**src/rtl/cpu_sequencer.sv**
```systemverilog
// Multi-cycle control sequencer for a small accumulator CPU: fetch/exec/mem
// stepping with single-step support, memory timeout and a retired counter.
module cpu_sequencer #(
  parameter int OP_W     = 3,
  parameter int WAIT_MAX = 15,
  parameter int CNT_W    = 16
) (
  input  logic             clock,
  input  logic             reset,
  input  logic [OP_W-1:0]  op,
  input  logic             z_flag,
  input  logic             mem_ack,
  input  logic             run,
  input  logic             step,
  output logic             load_IR,
  output logic             INC_PC,
  output logic             load_PC,
  output logic             load_REG,
  output logic             ALU_REG,
  output logic             ALU_add,
  output logic             ALU_sub,
  output logic             WE,
  output logic             IMM,
  output logic             mem_req,
  output logic             busy,
  output logic             halted,
  output logic             err,
  output logic [CNT_W-1:0] retired
);

  localparam logic [2:0] OP_LOAD  = 3'd0;
  localparam logic [2:0] OP_STORE = 3'd1;
  localparam logic [2:0] OP_ADD   = 3'd2;
  localparam logic [2:0] OP_SUB   = 3'd3;
  localparam logic [2:0] OP_LDI   = 3'd4;
  localparam logic [2:0] OP_JMP   = 3'd5;
  localparam logic [2:0] OP_BZ    = 3'd6;
  localparam logic [2:0] OP_HALT  = 3'd7;

  localparam logic [7:0]       WAIT_LAST = 8'(WAIT_MAX - 1);
  localparam logic [CNT_W-1:0] RET_MAX   = {CNT_W{1'b1}};

  typedef enum logic [2:0] {
    ST_IDLE   = 3'd0,
    ST_FETCH  = 3'd1,
    ST_EXEC   = 3'd2,
    ST_MEM    = 3'd3,
    ST_HALTED = 3'd4
  } state_t;

  state_t           state_r;
  logic             step_q_r;
  logic [7:0]       wait_cnt_r;
  logic [CNT_W-1:0] retired_r;
  logic             err_r;

  logic             step_rise_s;
  logic             done_s;
  logic             timeout_s;

  assign step_rise_s = step & ~step_q_r;
  assign timeout_s   = (state_r == ST_MEM) && !mem_ack && (wait_cnt_r == WAIT_LAST);

  // Instruction completion: non-memory ops finish in EXEC, memory ops on ack.
  always_comb begin
    done_s = 1'b0;
    case (state_r)
      ST_EXEC: begin
        if (op[2]) begin
          done_s = 1'b1;
        end else begin
          done_s = 1'b0;
        end
      end
      ST_MEM: done_s = mem_ack;
      default: done_s = 1'b0;
    endcase
  end

  // Sequencer state, step edge detector, wait counter, retired count, sticky error.
  always_ff @(posedge clock) begin
    if (reset) begin
      state_r    <= ST_IDLE;
      step_q_r   <= 1'b0;
      wait_cnt_r <= 8'd0;
      retired_r  <= '0;
      err_r      <= 1'b0;
    end else begin
      step_q_r <= step;
      if (done_s && (retired_r != RET_MAX)) begin
        retired_r <= retired_r + CNT_W'(1);
      end
      case (state_r)
        ST_IDLE: begin
          if (run || step_rise_s) begin
            state_r <= ST_FETCH;
          end
        end
        ST_FETCH: state_r <= ST_EXEC;
        ST_EXEC: begin
          case (op)
            OP_LOAD, OP_STORE, OP_ADD, OP_SUB: begin
              state_r    <= ST_MEM;
              wait_cnt_r <= 8'd0;
            end
            OP_HALT: state_r <= ST_HALTED;
            default: state_r <= run ? ST_FETCH : ST_IDLE;
          endcase
        end
        ST_MEM: begin
          // An ack in the timeout cycle still completes the access.
          if (mem_ack) begin
            state_r <= run ? ST_FETCH : ST_IDLE;
          end else if (timeout_s) begin
            state_r <= ST_HALTED;
            err_r   <= 1'b1;
          end else begin
            wait_cnt_r <= wait_cnt_r + 8'd1;
          end
        end
        ST_HALTED: state_r <= ST_HALTED;
        default:   state_r <= ST_IDLE;
      endcase
    end
  end

  // Datapath pulses decoded from the current state; reset forces everything low.
  always_comb begin
    load_IR  = 1'b0;
    INC_PC   = 1'b0;
    load_PC  = 1'b0;
    load_REG = 1'b0;
    ALU_REG  = 1'b0;
    ALU_add  = 1'b0;
    ALU_sub  = 1'b0;
    WE       = 1'b0;
    IMM      = 1'b0;
    mem_req  = 1'b0;
    busy     = 1'b0;
    halted   = 1'b0;
    err      = 1'b0;
    retired  = '0;
    if (reset) begin
      retired = '0;
    end else begin
      err     = err_r;
      retired = retired_r;
      case (state_r)
        ST_FETCH: begin
          busy    = 1'b1;
          load_IR = 1'b1;
          INC_PC  = 1'b1;
        end
        ST_EXEC: begin
          busy = 1'b1;
          case (op)
            OP_LDI: begin
              IMM      = 1'b1;
              ALU_REG  = 1'b1;
              load_REG = 1'b1;
            end
            OP_JMP:  load_PC = 1'b1;
            OP_BZ:   load_PC = z_flag;
            default: load_PC = 1'b0;
          endcase
        end
        ST_MEM: begin
          busy    = 1'b1;
          mem_req = 1'b1;
          if (mem_ack) begin
            case (op)
              OP_LOAD: begin
                ALU_REG  = 1'b1;
                load_REG = 1'b1;
              end
              OP_ADD: begin
                ALU_add  = 1'b1;
                load_REG = 1'b1;
              end
              OP_SUB: begin
                ALU_sub  = 1'b1;
                load_REG = 1'b1;
              end
              OP_STORE: WE = 1'b1;
              default:  WE = 1'b0;
            endcase
          end else begin
            WE = 1'b0;
          end
        end
        ST_HALTED: halted = 1'b1;
        default:   busy   = 1'b0;
      endcase
    end
  end

endmodule

```
**config.mk**
```make
export PLATFORM = sky130hd
export DESIGN_NAME = cpu_sequencer
export DESIGN_NICKNAME = d
export VERILOG_FILES = /design/src/rtl/cpu_sequencer.sv
export SDC_FILE = /design/constraint.sdc
export NUM_CORES = 1
export LEC_CHECK = 0
export BUFFER_PORTS_ARGS = -buffer_cell sky130_fd_sc_hd__buf_2
export CORE_UTILIZATION = 50
export CTS_BUF_LIST = sky130_fd_sc_hd__clkbuf_2 sky130_fd_sc_hd__clkbuf_4 sky130_fd_sc_hd__clkbuf_8
export CTS_CLUSTER_DIAMETER = 150
export DETAILED_ROUTE_END_ITERATION = 10
export GPL_TIMING_DRIVEN = 1
export PLACE_DENSITY = 0.77
export SETUP_SLACK_MARGIN = 0.5
export SLEW_MARGIN = 5
export SYNTH_ARGS = -nofsm -noshare
export SYNTH_HDL_FRONTEND = slang
export SYNTH_SLANG_ARGS = --single-unit
```
**constraint.sdc**
```tcl
create_clock -name clock -period 1.8 [get_ports clock]
set_input_delay 0.09 -clock clock [delete_from_list [all_inputs] [get_ports clock]]
set_output_delay 0.09 -clock clock [all_outputs]
set_load 0.05 [all_outputs]
```
After elaboration in Yosys (flattened, before gate mapping)
Index checks and enable logic that the tools add are counted.
{"block": "word_totals", "register_bits": 29, "input_bits": 9, "out_inout_bits": 29, "word_cells": 90}
{"block": "classes", "n_addsub": 2, "n_eq_ne": 18, "mux": 48, "n_bitwise": 3, "n_reduce_logical": 14}
{"cell": "two-way mux 1 bit", "n": 34}
{"cell": "two-way mux 8 bit", "n": 3}
{"cell": "adder 16 x 1 -> 16 bit (second input constant)", "n": 1}
{"cell": "two-way mux 16 bit", "n": 1}
{"cell": "!= test 16 bit (second input constant)", "n": 1}
{"cell": "one-hot mux 8 bit (2 select lines)", "n": 1}
{"cell": "== test 3 bit (second input constant)", "n": 5}
{"cell": "one-hot mux 3 bit (5 select lines)", "n": 1}
{"cell": "== test 3 x 2 -> 1 bit (second input constant)", "n": 4}
{"cell": "two-way mux 3 bit", "n": 3}
{"cell": "adder 8 x 1 -> 8 bit (second input constant)", "n": 1}
{"cell": "== test 8 x 4 -> 1 bit (second input constant)", "n": 1}
{"cell": "one-hot mux 1 bit (2 select lines)", "n": 4}
{"cell": "== test 3 x 1 -> 1 bit (second input constant)", "n": 2}
{"cell": "logical NOT 3 bit", "n": 2}
{"cell": "!= test 2 bit (second input constant)", "n": 3}
{"cell": "one-hot mux 3 bit (2 select lines)", "n": 1}
{"cell": "OR reduction 3 bit", "n": 2}
{"cell": "AND reduction 4 bit", "n": 1}
{"cell": "OR reduction 4 bit", "n": 1}
{"cell": "logical AND 1 bit", "n": 3}
{"cell": "!= test 3 bit (second input constant)", "n": 1}
{"cell": "AND reduction 3 bit", "n": 1}
{"cell": "!= test 2 x 1 -> 1 bit (second input constant)", "n": 1}
{"cell": "other kinds (6)", "n": 7}

Depth between registers and ports, before layout
Gate-level depths: netlist of run 1.
{"block": "logic_depth", "ltp_word": 6, "depth_mapped": 7, "ltp_nobuf": 7}

Worst setup path before layout of run 1
No wires, ideal clock.
{"block": "synth_path", "path_type": "register -> output", "from": "register state_r[0]", "to": "output port halted", "arrival_time_ps": 2226, "required_time_ps": 1710, "path_slack_ps": -516, "path_stages_with_launch": 3, "path_buffers": 1, "cell_sequence": "dfxtp_1 clkbuf_1 nor4b_1"}
{"block": "synth_via", "elab_chain_cells": 3}
{"item": "start: declaration", "line_no": "51", "rtl": "state_t state_r;"}
{"item": "start signal: assignment", "line_no": "107", "rtl": "default: state_r <= run ? ST_FETCH : ST_IDLE;"}
{"item": "start signal: assignment", "line_no": "113", "rtl": "state_r <= run ? ST_FETCH : ST_IDLE;"}
{"item": "== test 3 bit", "line_no": "148", "rtl": "case (state_r)"}
{"item": "two-way mux 1 bit", "line_no": "148"}
{"item": "two-way mux 1 bit", "line_no": "143", "rtl": "if (reset) begin"}
{"item": "end: declaration", "line_no": "26", "rtl": "output logic halted,"}
Every way passes these cells.

Final worst setup path of run 1
{"block": "layout_path", "from": "register state_r[1]", "to": "register retired_r[4]"}
{"block": "layout_via", "elab_chain_cells": 3, "word_cells_on_any_way": 4, "classes_between": "eq/ne: 2; mux: 1; reduce/logical: 1"}
{"item": "== test 3 x 2 -> 1 bit", "line_no": "67", "rtl": "case (state_r)"}
{"item": "one-hot mux 1 bit (2 select lines) *", "line_no": "67"}
{"item": "logical AND 1 bit *", "line_no": "90", "rtl": "if (done_s && (retired_r != RET_MAX)) begin"}
{"item": "end signal: assignment", "line_no": "91", "rtl": "retired_r <= retired_r + CNT_W'(1);"}
{"item": "end: declaration", "line_no": "54", "rtl": "logic [CNT_W-1:0] retired_r;"}
Mark *: on every way between the ends. The rest lies on a longest branch, timed or not.
A chain may end at the register's enable or synchronous reset.

==> reports/results.txt, run 1 <==
Run status: completed
Unique cell type count in the Yosys netlist: 45
Number of endpoints with negative hold slack in the final report: 0
Min-Delay Endpoint: retired_r[9]
Clock-pin slew on the worst setup and hold paths: 0.11 ns
Clock power frac: 0.274
WL per Instance: 20.46 microns
Total global routing track utilization: 0.3034
Worst-case setup margin in the final layout: 0.02703 ns
Final nets: 299
Area of the core: 3128 sq um
Hold wc startpoint: reset
Final number of setup-violating endpoints: 0
Worst setup slack after placement: 0.08673 ns
End of the worst register-to-register path: retired_r[4]
Post-Layout Cell Count: 332
Required time of the critical path: 2.03 ns
Avg Cell Area, Syn: 8.179 sq um
Layout cells sized above 1: 0.6111
Area of all placed cells without fillers: 2932 sq um
Power density of the placed cells: 539.0 nW/um^2
Post-DP HPWL: 2657 microns
Worst-case vdd ir drop: 0.0004197 V
CTS tree: yes
Latest clock arrival within the worst-skew pair: 0.36 ns
Final min period: 1.773 ns
Die span in y: 59.91 microns
Critical Path Fanout Max: 4
Power Internal: 1.041 mW
Worst reg-to-reg setup slack: 0.03 ns
Weighted congestion reported at the end of routability-driven placement: 0.7972
HP Class: in -> reg
Antenna Violating Nets Remaining: 0
Setup Total Neg Slack: 0 ns
Peak clock frequency supported by timing: 564.0 MHz
Area added between synthesis and finish: 74.85%
Critical R2R Launch: state_r[1]
Chip width: 59.91 microns
Via count of the routed design: 2062
Part of the total power dissipated in sequential elements: 0.424
Worst Max-Slew Pin Slew: 0.3698 ns
Iter 0 DRT Violations: 228
Cells after Synth: 205
Initial Util: 0.5360
Switching Fraction: 0.3414
Worst path slowest cell: dfxtp_4
Endpoint kind of the worst setup timing path: flip-flop
Total grt overflow: 0
Number of clock sinks: 29
Period utilization: 0.9850
Kind of launch point of the worst setup path: flip-flop
Wire length of the first global-routing pass: 8052 microns
Ys Warns: 0
# diodes: 0
Inst Count DP: 282
Floorplan die area: 3589 sq um
Unrepaired setup endpoints after global routing: yes
Class of the most critical setup path: reg -> reg
Max-slew headroom at the worst pin: 0.7534
Slowest cell delay on critical path: 0.37 ns
Worst-case reg-to-reg path depth: 7
Arrival time at the worst endpoint: 2.00 ns
Number of cells traversed by the worst hold path: 2
Total of fill cells in the finished design: 94
Combinational share of power: 0.302
Count of TritonRoute iterations in the first routing pass: 7
Deepest level of the CTS H-tree: 2
Mapped cell area: 1677 sq um
Number of design rule violations left after detail routing: 0
Master cell of the clock root buffer: clkbuf_4
Maximum number of pins on one net before global-route repair: 20
Num CTS Buffers: 5
Register bit count reported by yosys: 29
NetSw: 0.5394 mW
Number of top-level pins: 38
Clock skew: 0.01824 ns
I/O Buffers: 37
Area post-placement: 2148 sq um
Crit path cell chain: nor2b_4 -> buf_4 -> buf_6 -> and2_4 -> a21boi_4 -> nand4_1 -> mux2_1
Leakage: 1.168 nW
Vias in the first global route: 1770
Number of violations of the max-capacitance limit: 0
Maximum root-to-sink buffer count: 2
Cell Rows: 20
Initial antenna violation count: 0
Part of the Yosys area used for sequential elements: 0.3463
Syn nets: 217
Final routed wirelength across all metal layers: 6794 microns
Max-slew violation count: 0
Number of vias per cell after detailed routing: 6.211
==> cell usage in the layout (no fill, tap or decap), drive strengths merged, types with 2 or more instances in the layout <==
master	netlist	final
nand3	10	10
a21boi	2	2
xor2	9	9
xnor2	7	7
nor2	33	33
nand4	9	9
and3	5	5
nor2b	23	23
o211a	2	2
and2	3	3
buf	4	82
mux2	5	5
or4	2	2
ha	3	3
nand2b	2	2
dfxtp	29	29
clkinv	0	2
nand2	8	8
or2	2	2
nor4	5	5
nor4b	3	3
o21ai	4	4
nor3	4	4
inv	2	2
clkbuf	5	7
a21oi	11	11
==> worst max path at each step <==
stage          cells after the start        from           end
6_report                           7  state_r[1]  retired_r[4]
5_1_grt                            7  state_r[1]  retired_r[6]
4_1_cts                            5  state_r[1]       ALU_add
3_5_place_dp                       5  state_r[0]  retired_r[6]
3_3_place_gp                       5  state_r[0]  retired_r[6]
2_1_floorplan                      2  state_r[0]        halted
==> timing repair <==
| item | in CTS | in global routing |
|---|---|---|
| setup buffers | 27 | 14 |
| hold buffers | 1 | 0 |
| resized for setup | 74 | 42 |
| pin swaps | 35 | 27 |
| hold endpoints to repair | 1 | 0 |
| endpoints found under the setup margin | 42 | 46 |
==> state kept, by name, summed over array words and instances (netlist names) <==
signal,cells
step_q_r,1
retired_r,16
err_r,1
wait_cnt_r,8
state_r,3
==> final cells by class <==
cell class	instances	area [sq um]	area share
Clock buffer	6	45.04	0.01536
Clock inverter	2	10.01	0.003414
Inverter	2	7.507	0.002561
Multi-Input combinational cell	165	1474	0.5028
Sequential cell	29	626.9	0.2138
Tap cell	44	55.05	0.01878
Timing Repair Buffer	84	713.2	0.2433
==> logic make-up after synthesis <==
| logic type | synth area share |
|---|---|
| and+or+nand+nor | 0.3776 |
| DFF | 0.3463 |
| AOI/OAI and AO/OA | 0.1082 |
| xor gates and xnor gates | 0.08359 |
| buffers and inverters | 0.02835 |
| muxes | 0.03358 |
| adders and majority gates | 0.02239 |
==> per-layer routing <==
metal,GRT usage,vias up,part of all wire
li1,-,897,-
met1,0.3404,979,0.36
met2,0.5429,144,0.51
met3,0.09307,42,0.078
met4,0.09635,0,0.056
met5,0,-,0
==> synth_stat cells, drive strengths merged <==
cell	number	area (sq um)
a211oi	1	7.510
a21boi	2	30.03
a21o	1	7.510
a21oi	11	55.05
a22oi	1	7.510
a311oi	1	8.760
a31o	1	8.760
and2	3	20.02
and3	5	31.28
and4	1	8.760
and4bb	1	12.51
buf	4	20.02
clkbuf	5	20.01
dfxtp	29	580.6
ha	3	37.54
inv	2	7.510
mux2	5	56.30
nand2	8	30.03
nand2b	2	12.51
nand3	10	50.05
nand3b	1	7.510
nand4	9	56.30
nand4b	1	8.760
nor2	33	123.9
nor2b	23	143.9
nor3	4	20.02
nor3b	1	7.510
nor4	5	31.28
nor4b	3	32.53
o2111ai	1	8.760
o211a	2	20.02
o211ai	1	7.510
o21ai	4	20.02
or2	2	12.51
or3b	1	8.760
or4	2	15.01
xnor2	7	61.31
xor2	9	78.83
==> per-stage QoR <==
step / hold slack (ns) / utilization / power (mW)
after global placement: 0.3201 / 0.6868 / 0.9480
after detailed placement: 0.3215 / 0.6868 / 0.9511
after global routing: 0.1148 / 0.9372 / 1.631
after floorplan: 0.2182 / - / 0.9105
final: 0.1078 / 0.9372 / 1.580
after CTS: 0.08902 / 0.8596 / 1.490
==> power groups by stage <==
stage	logic, mW	clock network, mW	registers (mW)
2_1_floorplan	0.226	0	0.684
3_3_place_gp	0.247	0	0.701
3_5_place_dp	0.250	0	0.702
4_1_cts	0.406	0.413	0.670
5_1_grt	0.498	0.462	0.671
6_report	0.477	0.433	0.670
==> worst max-delay path, delay by kind of cell (launching register included) <==
kind,cells,cell delay (ns)
AO/OA/AOI/OAI,1,0.25
multiplexers,1,0.35
buffers and inverters,2,0.23
flip-flops,1,0.37
AND/OR/NAND/NOR,3,0.47
No activity file was read; power rests on OpenSTA's default activity.
==> run 2: changes to the inputs <==
--- a/config.mk
+++ b/config.mk
@@ -6,7 +6,10 @@
 export NUM_CORES = 1
 export LEC_CHECK = 0
 export BUFFER_PORTS_ARGS = -buffer_cell sky130_fd_sc_hd__buf_2
-export CORE_UTILIZATION = 50
+export CELL_PAD_IN_SITES_DETAIL_PLACEMENT = 0
+export CELL_PAD_IN_SITES_GLOBAL_PLACEMENT = 1
+export CORE_MARGIN = 2
+export CORE_UTILIZATION = 37
 export CTS_BUF_LIST = sky130_fd_sc_hd__clkbuf_2 sky130_fd_sc_hd__clkbuf_4 sky130_fd_sc_hd__clkbuf_8
 export CTS_CLUSTER_DIAMETER = 150
 export DETAILED_ROUTE_END_ITERATION = 10
@@ -17,3 +20,4 @@
 export SYNTH_ARGS = -nofsm -noshare
 export SYNTH_HDL_FRONTEND = slang
 export SYNTH_SLANG_ARGS = --single-unit
+export TNS_END_PERCENT = 100
==> run 2 against run 1 <==
Clock power up 28%. Cell area up 2.7%. Power grew 5.0%. Clock skew shrank 0.013 ns. First-iteration DRC count fell by 75%. Critical path type unchanged.
==> reports/results.txt, run 2 (synthesis results as in run 1) <==
Run status: completed
Biggest register: retired_r
Min-Delay Endpoint: step_q_r
Initial antenna violation count: 0 (unchanged)
Top flop regs: retired_r: 16 flops, wait_cnt_r: 8 flops, state_r: 3 flops
Wire length of the first global-routing pass: 7879 microns (-2.1%)
Area added between synthesis and finish: 79.63%
Worst-case reg-to-reg path depth: 6 (-1)
Total grt overflow: 0 (unchanged)
Area post-placement: 2181 sq um (+1.5%)
Worst reg-to-reg setup slack: 0.19 ns (+0.17 ns)
Period utilization: 0.8927 (-0.09227)
Chip width: 71.32 microns (+19%)
Setup Total Neg Slack: 0 ns (unchanged)
End of the worst register-to-register path: retired_r[4]
Number of top-level pins: 38 (unchanged)
Maximum number of pins on one net before global-route repair: 20 (unchanged)
Number of design rule violations left after detail routing: 0 (unchanged)
Critical R2R Launch: state_r[1]
Hold wc startpoint: step
Leakage: 1.216 nW (+4.2%)
Maximum root-to-sink buffer count: 2 (unchanged)
Top library cells by usage in the layout, fill and taps aside: buf_4, buf_6, nor2_1, buf_2, nor2b_1
Total of fill cells in the finished design: 334 (+260%)
Clock-pin slew on the worst setup and hold paths: 0.06 ns (-0.05 ns)
Post-layout util: 0.6917 (-0.2455)
Slowest cell delay on critical path: 0.36 ns (about the same)
Critical Path Fanout Max: 5 (+1)
Endpoint kind of the worst setup timing path: flip-flop
Power Internal: 1.186 mW (+14%)
Part of the total power dissipated in sequential elements: 0.405 (-0.019)
Worst-case vdd ir drop: 0.0003952 V (-5.8%)
Master cell of the clock root buffer: clkbuf_8
CTS tree: yes
Arrival time at the worst endpoint: 1.77 ns (-0.23 ns)
Max-slew violation count: 0 (unchanged)
Layout cells sized above 1: 0.6267 (+0.01560)
Crit path cell chain: nor2b_4 -> buf_4 -> and2_4 -> a21boi_4 -> nand4_1 -> mux2_4
Area of the core: 4354 sq um (+39%)
Die span in y: 71.32 microns (+19%)
Deepest level of the CTS H-tree: 2 (unchanged)
Number of cells traversed by the worst hold path: 2 (unchanged)
Area of all placed cells without fillers: 3012 sq um (+2.7%)
Clock power frac: 0.335 (+0.061)
Clock skew: 0.005570 ns (-0.01267 ns)
Max-slew headroom at the worst pin: 0.7325 (-0.02093)
Total global routing track utilization: 0.1938 (-0.1097)
HP Class: in -> reg
Power density of the placed cells: 551.0 nW/um^2 (+2.2%)
Combinational share of power: 0.260 (-0.042)
Most frequent standard cell in the layout excluding fill and tap cells: buf_4
WL per Instance: 14.19 microns (-31%)
Required time of the critical path: 1.96 ns (-0.07 ns)
Flip-flop count of the largest register, all copies and words added: 16 (unchanged)
Number of vias per cell after detailed routing: 5.128 (-17%)
Final number of setup-violating endpoints: 0 (unchanged)
Final routed wirelength across all metal layers: 4881 microns (-28%)
Floorplan die area: 5086 sq um (+42%)
Final min period: 1.607 ns (-0.1661 ns)
Class of the most critical setup path: reg -> reg
Cell Rows: 24 (+20%)
Buffers & Inverters on Critical Path: 1 (-1)
Count of TritonRoute iterations in the first routing pass: 4 (-3)
Unrepaired setup endpoints after global routing: yes
Via count of the routed design: 1764 (-14%)
Number of endpoints with negative hold slack in the final report: 0 (unchanged)
Switching Fraction: 0.2855 (-0.05587)
Vias in the first global route: 1737 (-1.9%)
Kind of cell with the highest combined delay on the critical path: simple AND/OR/NAND/NOR gates
Iter 0 DRT Violations: 58 (-75%)
Kind of launch point of the worst setup path: flip-flop
Latest clock arrival within the worst-skew pair: 0.28 ns (-0.08 ns)
Worst Max-Slew Pin Slew: 0.4012 ns (+0.03139 ns)
Final nets: 304 (+1.7%)
Number of violations of the max-capacitance limit: 0 (unchanged)
Num CTS Buffers: 5 (unchanged)
Antenna Violating Nets Remaining: 0 (unchanged)
# diodes: 0 (unchanged)
Initial Util: 0.3851 (-0.1509)
I/O Buffers: 37 (unchanged)
Worst path slowest cell: dfxtp_4
Post-DP HPWL: 2832 microns (+6.6%)
NetSw: 0.4737 mW (-12%)
Weighted congestion reported at the end of routability-driven placement: 0.7757 (-2.7%)
Number of clock sinks: 29 (unchanged)
Peak clock frequency supported by timing: 622.3 MHz (+10%)
-- run 2: cell count changes in the layout (fill, tap and decap cells not counted), moves of 2 or more --
cell      previous run  this run
buf_2               19        25
buf_6               26        28
buf_8                4         1
clkbuf_4             7         2
clkbuf_8             0         6
clkinv_2             2         0
dfxtp_4              9         7
nor2_2               3         1
nor2_4               5         7
-- run 2: how the worst max path moves through the flow --
stage                     startpoint      endpoint  slack (ns)  cells past startpoint
after floorplan           state_r[0]        halted        0.24                      2
after global placement    state_r[0]  retired_r[4]        0.19                      5
after detailed placement  state_r[0]  retired_r[4]        0.15                      5
after CTS                 state_r[1]        INC_PC        0.20                      4
after global routing      state_r[1]       ALU_add        0.13                      5
final                     state_r[1]  retired_r[4]        0.19                      6
-- run 2: per-stage QoR --
step,hold WS (ns),std cells,power (mW),setup WS (ns)
floorplan,0.2182,205,0.9105,0.2370
global placement,0.3218,293,0.9586,0.1868
detailed placement,0.3254,293,0.9606,0.1458
CTS,0.04497,337,1.626,0.2041
global route,0.07136,344,1.731,0.1327
finish,0.04490,344,1.659,0.1931
-- run 2: power by group through the flow --
stage                     sequential (mW)  clock (mW)  combinational [mW]
final                               0.672       0.556               0.432
after global routing                0.673       0.597               0.461
after CTS                           0.670       0.567               0.389
after detailed placement            0.695           0               0.266
after global placement              0.694           0               0.264
after floorplan                     0.684           0               0.226
-- run 2: worst reg2reg max path, stage by stage, from the launching register on --
cell and delay, ns:
dfxtp_4 0.36, nor2b_4 0.16, buf_4 0.12, and2_4 0.14, a21boi_4 0.23, nand4_1 0.16, mux2_4 0.32
-- run 2: area by class of cell --
| type | count | area [sq um] | area share |
|---|---|---|---|
| sequential | 29 | 620.6 | 0.2061 |
| multi-input combinational | 165 | 1498 | 0.4973 |
| clock buffer | 7 | 90.09 | 0.02991 |
| inverter | 2 | 7.507 | 0.002493 |
| timing repair buffer | 89 | 730.7 | 0.2426 |
| tap | 52 | 65.06 | 0.02160 |
-- run 2: metal layers --
metal,track usage,wire [microns],part of all wire,up-vias
met3,0.03516,116,0.024,7
met4,0.06709,57,0.012,0
li1,-,-,-,898
met1,0.2382,2122,0.43,835
met2,0.3395,2585,0.53,24
met5,0,0,0,-
-- run 2: repair_timing --
item                       CTS  global route
hold buffers                 0             0
setup endpoints to repair   39            40
gates resized for setup     70            33
pin swaps                   30            29
buffers inserted            37             7
cloned                       0             0
==> run 3: changes to the inputs <==
--- a/config.mk
+++ b/config.mk
@@ -6,7 +6,7 @@
 export NUM_CORES = 1
 export LEC_CHECK = 0
 export BUFFER_PORTS_ARGS = -buffer_cell sky130_fd_sc_hd__buf_2
-export CELL_PAD_IN_SITES_DETAIL_PLACEMENT = 0
+export CELL_PAD_IN_SITES_DETAIL_PLACEMENT = 1
 export CELL_PAD_IN_SITES_GLOBAL_PLACEMENT = 1
 export CORE_MARGIN = 2
 export CORE_UTILIZATION = 37
==> run 3 against run 2 <==
Register-to-register slack got worse by 0.16 ns. Fmax decreased by 9.3%. Power increased by 11%. Highest routed layer unchanged. Critical endpoint unchanged. First-iteration DRC count increased by 140%. Wire length increased by 89%. Count of clock-buffer cells in the layout unchanged. Sequential cell count unchanged. Sequential share of layout area decreased by 1.2 points. Core utilization increased by 4.7 points. Largest power group unchanged.
==> reports/results.txt, run 3 (synthesis results as in run 1) <==
Clock skew: 0.007061 ns (+0.001490 ns)
Final number of setup-violating endpoints: 0 (unchanged)
Post-DP HPWL: 3228 microns (+14%)
Register Area: 624.3 sq um (+0.60%)
Power density of the placed cells: 575.4 nW/um^2 (+4.4%)
Iter 0 DRT Violations: 142 (+140%)
HP Class: in -> reg
Number of endpoints with negative hold slack in the final report: 0 (unchanged)
Max-slew headroom at the worst pin: 0.7237 (-0.008828)
Die span in y: 71.32 microns (unchanged)
Via count of the routed design: 2123 (+20%)
Initial Util: 0.3851 (unchanged)
Num CTS Buffers: 5 (unchanged)
Combined area of the multi-input logic cells: 1495 sq um (-0.17%)
Period utilization: 0.9838 (+0.09108)
CTS tree: yes
Antenna Violating Nets Remaining: 0 (unchanged)
Critical Path Fanout Max: 5 (unchanged)
Part of the total power dissipated in sequential elements: 0.365 (-0.040)
Area added between synthesis and finish: 91.72%
Worst-case setup margin in the final layout: 0.02918 ns (-0.1640 ns)
Weighted congestion reported at the end of routability-driven placement: 0.7757 (unchanged)
Combinational share of power: 0.293 (+0.033)
Final min period: 1.771 ns (+0.1640 ns)
Run status: completed
Area of the core: 4354 sq um (unchanged)
Number of vias per cell after detailed routing: 5.865 (+14%)
Top library cells by usage in the layout, fill and taps aside: buf_4, buf_6, nor2_1
NetSw: 0.5932 mW (+25%)
Max-slew violation count: 0 (unchanged)
Initial antenna violation count: 0 (unchanged)
Biggest register: retired_r
Unrepaired setup endpoints after global routing: yes
Cell Rows: 24 (unchanged)
Maximum root-to-sink buffer count: 2 (unchanged)
Top flop regs: retired_r: 16 flops, wait_cnt_r: 8 flops, state_r: 3 flops
Maximum number of pins on one net before global-route repair: 20 (unchanged)
Worst-case vdd ir drop: 0.0004516 V (+14%)
Power Internal: 1.256 mW (+6.0%)
Total of fill cells in the finished design: 428 (+28%)
Arrival time at the worst endpoint: 1.94 ns (+0.17 ns)
Layout cells sized above 1: 0.6419 (+0.01522)
Chip width: 71.32 microns (unchanged)
Floorplan die area: 5086 sq um (unchanged)
Worst Max-Slew Pin Slew: 0.4117 ns (+0.01045 ns)
Most frequent standard cell in the layout excluding fill and tap cells: buf_4
Setup Total Neg Slack: 0 ns (unchanged)
Count of TritonRoute iterations in the first routing pass: 4 (unchanged)
Worst setup slack after placement: 0.1398 ns (-0.005962 ns)
Clock-pin slew on the worst setup and hold paths: 0.07 ns (about the same)
Required time of the critical path: 1.97 ns (about the same)
Endpoint kind of the worst setup timing path: flip-flop
Flip-flop count of the largest register, all copies and words added: 16 (unchanged)
# diodes: 0 (unchanged)
Worst reg-to-reg setup slack: 0.03 ns (-0.16 ns)
Total grt overflow: 0 (unchanged)
Leakage: 1.329 nW (+9.3%)
Peak clock frequency supported by timing: 564.7 MHz (-9.3%)
Worst Hold Slack: 0.06804 ns (+0.02314 ns)
Final routed wirelength across all metal layers: 9214 microns (+89%)
Wire length of the first global-routing pass: 11150 microns (+42%)
Switching Fraction: 0.3207 (+0.03521)
Number of top-level pins: 38 (unchanged)
Final nets: 321 (+5.6%)
Number of design rule violations left after detail routing: 0 (unchanged)
Total global routing track utilization: 0.2820 (+0.08821)
Class of the most critical setup path: reg -> reg
Clock power frac: 0.342 (+0.007)
Kind of launch point of the worst setup path: flip-flop
Number of violations of the max-capacitance limit: 0 (unchanged)
WL per Instance: 25.45 microns (+79%)
Vias in the first global route: 2124 (+22%)
Deepest level of the CTS H-tree: 2 (unchanged)
Master cell of the clock root buffer: clkbuf_8
Latest clock arrival within the worst-skew pair: 0.29 ns (about the same)
Number of clock sinks: 29 (unchanged)
I/O Buffers: 37 (unchanged)
==> run 3: what timing repair did <==
action                                 CTS  global route
endpoints found under the hold margin    0             0
resized for setup                       79            46
setup endpoints to repair               39            49
hold buffers                             0             0
setup buffers                           37            24
pin swaps                               35            25
==> run 3: critical path, stage by stage (launching register included) <==
cell	delay (ns)
dfxtp_4	0.37
nor2b_4	0.17
buf_6	0.13
and2_4	0.15
a21boi_4	0.27
nand4_1	0.20
mux2_4	0.35
==> run 3: path summary, 6_finish.rpt <==
check	from	cells past startpoint	end
setup / recovery	state_r[1]	6	retired_r[4]
hold / removal	step	2	step_q_r
setup reg to reg	state_r[1]	6	retired_r[4]
hold reg to reg	err_r	2	err_r
==> run 3: power groups by stage <==
stage / registers (mW) / clock network [mW] / logic [mW]
after floorplan: 0.684 / 0 / 0.226
after global placement: 0.694 / 0 / 0.264
after detailed placement: 0.694 / 0 / 0.269
after CTS: 0.676 / 0.623 / 0.406
after global routing: 0.674 / 0.666 / 0.561
final: 0.674 / 0.633 / 0.542
==> run 3: final cells by class <==
| cell class | count | share of cell area |
|---|---|---|
| Multi-Input combinational cell | 165 | 0.4652 |
| Timing Repair Buffer | 106 | 0.2865 |
| Sequential cell | 29 | 0.1942 |
| Clock buffer | 7 | 0.02997 |
| Tap cell | 52 | 0.02024 |
| Inverter | 2 | 0.002336 |
| Clock inverter | 1 | 0.001557 |
==> run 3: metrics by stage <==
stage	instances	total power, mW	utilization	area, sq um
2_1_floorplan	205	0.9105	-	1939
3_3_place_gp	293	0.9586	0.5009	2181
3_5_place_dp	293	0.9631	0.5009	2181
4_1_cts	338	1.704	0.6586	2868
5_1_grt	362	1.901	0.7382	3214
6_report	362	1.850	0.7382	3214
==> run 3: layer usage <==
layer / track usage / wire length [microns]
met1: 0.3249 / 3319
met2: 0.5329 / 4904
met4: 0.08595 / 531
met5: 0 / 0
met3: 0.04079 / 459
